`config.mk`:
```
export PLATFORM = sky130hd
export DESIGN_NAME = decoder_onehot_seq_flat
export DESIGN_NICKNAME = d
export VERILOG_FILES = /design/src/rtl/decoder_onehot_seq_if.sv /design/src/rtl/decoder_onehot_seq.sv /design/src/flat_wrapper.sv
export SDC_FILE = /design/constraint.sdc
export NUM_CORES = 1
export LEC_CHECK = 0
export ABC_CLOCK_PERIOD_IN_PS = 1900
export CAP_MARGIN = 20
export CORE_UTILIZATION = 30
export CTS_CLUSTER_DIAMETER = 120
export DETAILED_ROUTE_END_ITERATION = 7
export MAX_ROUTING_LAYER = met4
export PLACE_DENSITY = 0.62
export SYNTH_ARGS = -nofsm -noshare
export SYNTH_HDL_FRONTEND = slang
export SYNTH_SLANG_ARGS = --single-unit
```
`constraint.sdc`:
```
create_clock -name clk -period 1.9 [get_ports clk]
set_input_delay 0.38 -clock clk [delete_from_list [all_inputs] [get_ports clk]]
set_output_delay 0.38 -clock clk [all_outputs]
set_load 0.02 [all_outputs]
```
`src/rtl/decoder_onehot_seq_if.sv`:
```
// Handshake and select-line bundle between a code source and the one-hot decoder.
interface decoder_onehot_seq_if #(
    parameter int W = 2
);
    logic            e;
    logic            in_valid;
    logic            in_ready;
    logic [W-1:0]    code;
    logic [2**W-1:0] y;
    logic            busy;
    logic            done;

    modport master (
        output e, in_valid, code,
        input  in_ready, y, busy, done
    );

    modport slave (
        input  e, in_valid, code,
        output in_ready, y, busy, done
    );
endinterface

```
`src/rtl/decoder_onehot_seq.sv`:
```
// Registered binary-to-one-hot decoder with hold time and break-before-make gap.
module decoder_onehot_seq #(
    parameter int W    = 2,
    parameter int HOLD = 4,
    parameter int GAP  = 1
) (
    input logic            clk,
    input logic            rst_n,
    decoder_onehot_seq_if.slave bus
);
    localparam int N    = 2**W;
    localparam int MAXV = (HOLD > GAP) ? ((HOLD > 2) ? HOLD : 2) : ((GAP > 2) ? GAP : 2);
    localparam int CW   = $clog2(MAXV);

    localparam logic [CW-1:0] HOLD_LOAD = CW'(HOLD - 1);
    localparam logic [CW-1:0] GAP_LOAD  = CW'((GAP > 0) ? (GAP - 1) : 0);

    typedef enum logic [1:0] {
        S_IDLE,
        S_DRIVE,
        S_GAP
    } state_t;

    state_t        state, state_next;
    logic [CW-1:0] cnt, cnt_next;
    logic [N-1:0]  y_q, y_next;
    logic          done_c;
    logic          ready_c;
    logic          accept;

    // Ready is forced low while reset is held, even though the state is already IDLE.
    assign ready_c = (state == S_IDLE) && bus.e && rst_n;
    assign accept  = bus.in_valid && ready_c;

    assign bus.in_ready = ready_c;
    assign bus.y        = y_q;
    assign bus.busy     = (state != S_IDLE);
    assign bus.done     = done_c;

    // State, hold/gap counter and select lines; async clear so y drops immediately on reset.
    always_ff @(posedge clk or negedge rst_n) begin
        if (!rst_n) begin
            state <= S_IDLE;
            cnt   <= '0;
            y_q   <= '0;
        end else begin
            state <= state_next;
            cnt   <= cnt_next;
            y_q   <= y_next;
        end
    end

    // Next-state, counter and select-line decode; a low enable aborts from any state.
    always_comb begin
        state_next = state;
        cnt_next   = cnt;
        y_next     = y_q;
        done_c     = 1'b0;

        if (!bus.e) begin
            state_next = S_IDLE;
            cnt_next   = '0;
            y_next     = '0;
        end else begin
            case (state)
                S_IDLE: begin
                    y_next = '0;
                    if (accept) begin
                        state_next      = S_DRIVE;
                        y_next[bus.code] = 1'b1;
                        cnt_next        = HOLD_LOAD;
                    end
                end
                S_DRIVE: begin
                    if (cnt == '0) begin
                        done_c = 1'b1;
                        y_next = '0;
                        if (GAP > 0) begin
                            state_next = S_GAP;
                            cnt_next   = GAP_LOAD;
                        end else begin
                            state_next = S_IDLE;
                            cnt_next   = '0;
                        end
                    end else begin
                        cnt_next = cnt - 1'b1;
                    end
                end
                S_GAP: begin
                    y_next = '0;
                    if (cnt == '0) begin
                        state_next = S_IDLE;
                    end else begin
                        cnt_next = cnt - 1'b1;
                    end
                end
                default: begin
                    state_next = S_IDLE;
                    cnt_next   = '0;
                    y_next     = '0;
                end
            endcase
        end
    end
endmodule
```
`src/flat_wrapper.sv`:
```
// flat-port wrapper written by rule: the top's interface ports become plain ports
module decoder_onehot_seq_flat 
#(
    parameter int W    = 2,
    parameter int HOLD = 4,
    parameter int GAP  = 1
)
  (clk, rst_n, bus_e, bus_in_valid, bus_code, bus_in_ready, bus_y, bus_busy, bus_done);
  decoder_onehot_seq_if #(.W(W)) bus_i ();
  input logic clk;
  input logic rst_n;
  input wire logic [$bits(bus_i.e)-1:0] bus_e;
  input wire logic [$bits(bus_i.in_valid)-1:0] bus_in_valid;
  input wire logic [$bits(bus_i.code)-1:0] bus_code;
  output wire logic [$bits(bus_i.in_ready)-1:0] bus_in_ready;
  output wire logic [$bits(bus_i.y)-1:0] bus_y;
  output wire logic [$bits(bus_i.busy)-1:0] bus_busy;
  output wire logic [$bits(bus_i.done)-1:0] bus_done;
  assign bus_i.e = bus_e;
  assign bus_i.in_valid = bus_in_valid;
  assign bus_i.code = bus_code;
  assign bus_in_ready = bus_i.in_ready;
  assign bus_y = bus_i.y;
  assign bus_busy = bus_i.busy;
  assign bus_done = bus_i.done;
  decoder_onehot_seq #(.W(W), .HOLD(HOLD), .GAP(GAP)) u_core (.clk(clk), .rst_n(rst_n), .bus(bus_i));
endmodule
```
==> reports/metrics.cfg, run 1 <==
[cts]
ctsRootBufferMaster = clkbuf_4
cts_buffers = 3
ctsHoldBuffers = 0
clkLatencyLatePin_ps = 250
tritoncts = built
cts_setup_buffers = 0
clkSinkCount = 8
cts_max_path_buffers = 2
htree_levels = 1
clk_pin_slew_ps = 50

[power]
ir_drop_mv = 0.292
total_power_mw = 0.454
p_per_area_mw_per_mm2 = 641
p_leak_nw = 0.332

[sta]
holdWs_ps = 461
max_freq_ghz = 0.538
tightest_slew_ps = 244
tns_ps = 0
drv_slew = 0
period_share = 0.979
hold_viol_final = 0
relSlewSlack = 0.837
final_period_minus_worst_setup_slack_ps = 1860
fin_ws_ps = 39.5
skew_ps = 1.19
setup_violations = 0
rsz0062_at_grt = no

[synthesis]
avgSynthCellArea_um2 = 10.3
synth_edf_count = 0
synth_area_um2 = 483
yosys_most_used_dff = dfrtp_1
yosysTopAreaCell = dfrtp_1
yosys-top-cells-count = dfrtp_1 (8), nand2_1 (6), inv_1 (4)
synth_top_area_frac = 0.415
netlist_top_cells_area = dfrtp_1 (41%), ha_1 (7.8%), nand2_1 (4.7%), and4bb_4 (3.4%), o21ai_0 (3.1%)
synthCells = 47
synth.distinct_cells = 26
syn-num-nets = 56
ys_seq_elements = 8
yosysSeqAreaShare = 0.415
ys.warnings.count = 0
async_reset_ff_frac = 1.00
synth_most_common_cell = dfrtp_1

[placed_design]
gp_congestion = 0.717
place_ws_ps = -400
port_buffers = 12
hpwl_um = 752

[finish]
fillCellCount = 151
syn_to_final_growth_pct = 46.9
n_antenna_cell = 0
final_net_count = 82
post-route-util = 0.471
drive_gt1_frac = 0.338

[grt]
grt-ovfl-total = 0
grt_pass1_vias = 390
grt_pass1_wl_mm = 1.59
antenna_found_initial = 0
grt_max_degree = 11
grt_util_all_layers = 0.128

[routing]
route.detailed.drc = 0
wl_met2_um = 429
wl_um = 954
first_pass_iters = 2
wl_met3_um = 55
drt_iter0_drc = 7
wl_per_cell_um = 11.0
vias = 415
vias_per_cell = 4.77
ant_nets = 0
wl_met1_um = 469
dr.max_layer_used = met3

[run_status]
status = completed

[floorplan]
rows = 14
coreArea_mm2 = 0.00151
dieArea_mm2 = 0.00177
initial_core_util = 0.321
die_h_um = 42.1
die_w_um = 42.1
io_pins = 13

[critical_path]
crit_path_start_kind = register
crit_type = reg -> out
critPathCaptureType = output port
cp.arrival_ps = 1480
crit_required_ps = 1520
cp_max_fo = 4

[min_path]
min_path_type = in -> async

[run]
max_cap_viol_count = 0

-- registers in the layout, summed over array words and instances (netlist names) --
| signal | cells |
|---|---|
| u_core.bus.y | 4 |
| u_core.cnt | 2 |
| u_core.state | 2 |
-- cells by family after synthesis --
kind of cell               Yosys count  share of synthesized area
AOI/OAI and AO/OA                    9                      0.132
adders and majority gates            3                     0.0777
buffers and inverters                6                     0.0544
DFF                                  8                      0.415
muxes                                3                     0.0751
and+or+nand+nor                     18                      0.246
-- critical path: stages, from the launching register on --
cell	delay (ps)
dfrtp_1	400
or2_2	300
clkdlybuf4s50_1	530
-- stage by stage --
stage / instances / cell area [µm²]
2_1_floorplan: 47 / 483
5_1_grt: 87 / 709
3_5_place_dp: 84 / 691
6_report: 87 / 709
4_1_cts: 87 / 709
3_3_place_gp: 84 / 691
-- routing by layer --
| metal | up-vias | GRT usage |
|---|---|---|
| met2 | 10 | 0.178 |
| met5 | - | - |
| met3 | 0 | 0.0388 |
| li1 | 214 | - |
| met1 | 191 | 0.154 |
| met4 | 0 | 0.0938 |
-- layout make-up --
class,instances,area [µm²],area share
multi-input combinational,33,263,0.370
sequential,8,200,0.282
timing repair buffer,22,185,0.261
clock buffer,3,22.5,0.0317
tap,16,20.0,0.0282
inverter,5,18.8,0.0265
-- layout by cell type, fill, tap and decap left out, types with 2 or more instances in the layout --
cell type	Yosys	routed
dfrtp_1	8	8
inv_1	4	4
o31ai_1	2	2
ha_1	3	3
buf_2	0	2
a21oi_1	2	2
clkdlybuf4s50_1	0	10
clkbuf_4	0	3
buf_4	1	10
o21ai_0	3	3
nand2_1	6	6
-- repair_timing --
item,CTS,global route
gates cloned,0,0
setup endpoints to repair,2,2
gates resized for setup,8,2
-- power by group --
group | switching [mW] | leakage, nW | total, mW | internal [mW]
sequential | 0.00692 | 0.107 | 0.189 | 0.182
combinational | 0.0634 | 0.212 | 0.140 | 0.0761
clock | 0.0540 | 0.0138 | 0.126 | 0.0720
-- path summary, 6_finish.rpt --
| kind | cells after the start | endpoint | slack, ps | start |
|---|---|---|---|---|
| setup / recovery | 2 | bus_busy | 40 | u_core.state[0] |
| hold / removal | 2 | u_core.cnt[1] | 460 | rst_n |
| setup reg to reg | 6 | u_core.cnt[0] | 370 | u_core.cnt[0] |
| hold reg to reg | 2 | u_core.bus.y[2] | 480 | u_core.bus.y[2] |
| max in group asynchronous | 2 | u_core.bus.y[3] | 1310 | rst_n |
| min in group clk | 2 | u_core.bus.y[2] | 480 | u_core.bus.y[2] |
No activity file was read; power rests on OpenSTA's default activity.
==> run 2, diff against run 1 <==
Settings changed: CTS_BUF_LIST from default to sky130_fd_sc_hd__clkbuf_4.
==> results of run 2 <==
The final DEF is identical to that of run 1; final timing and power are the same.
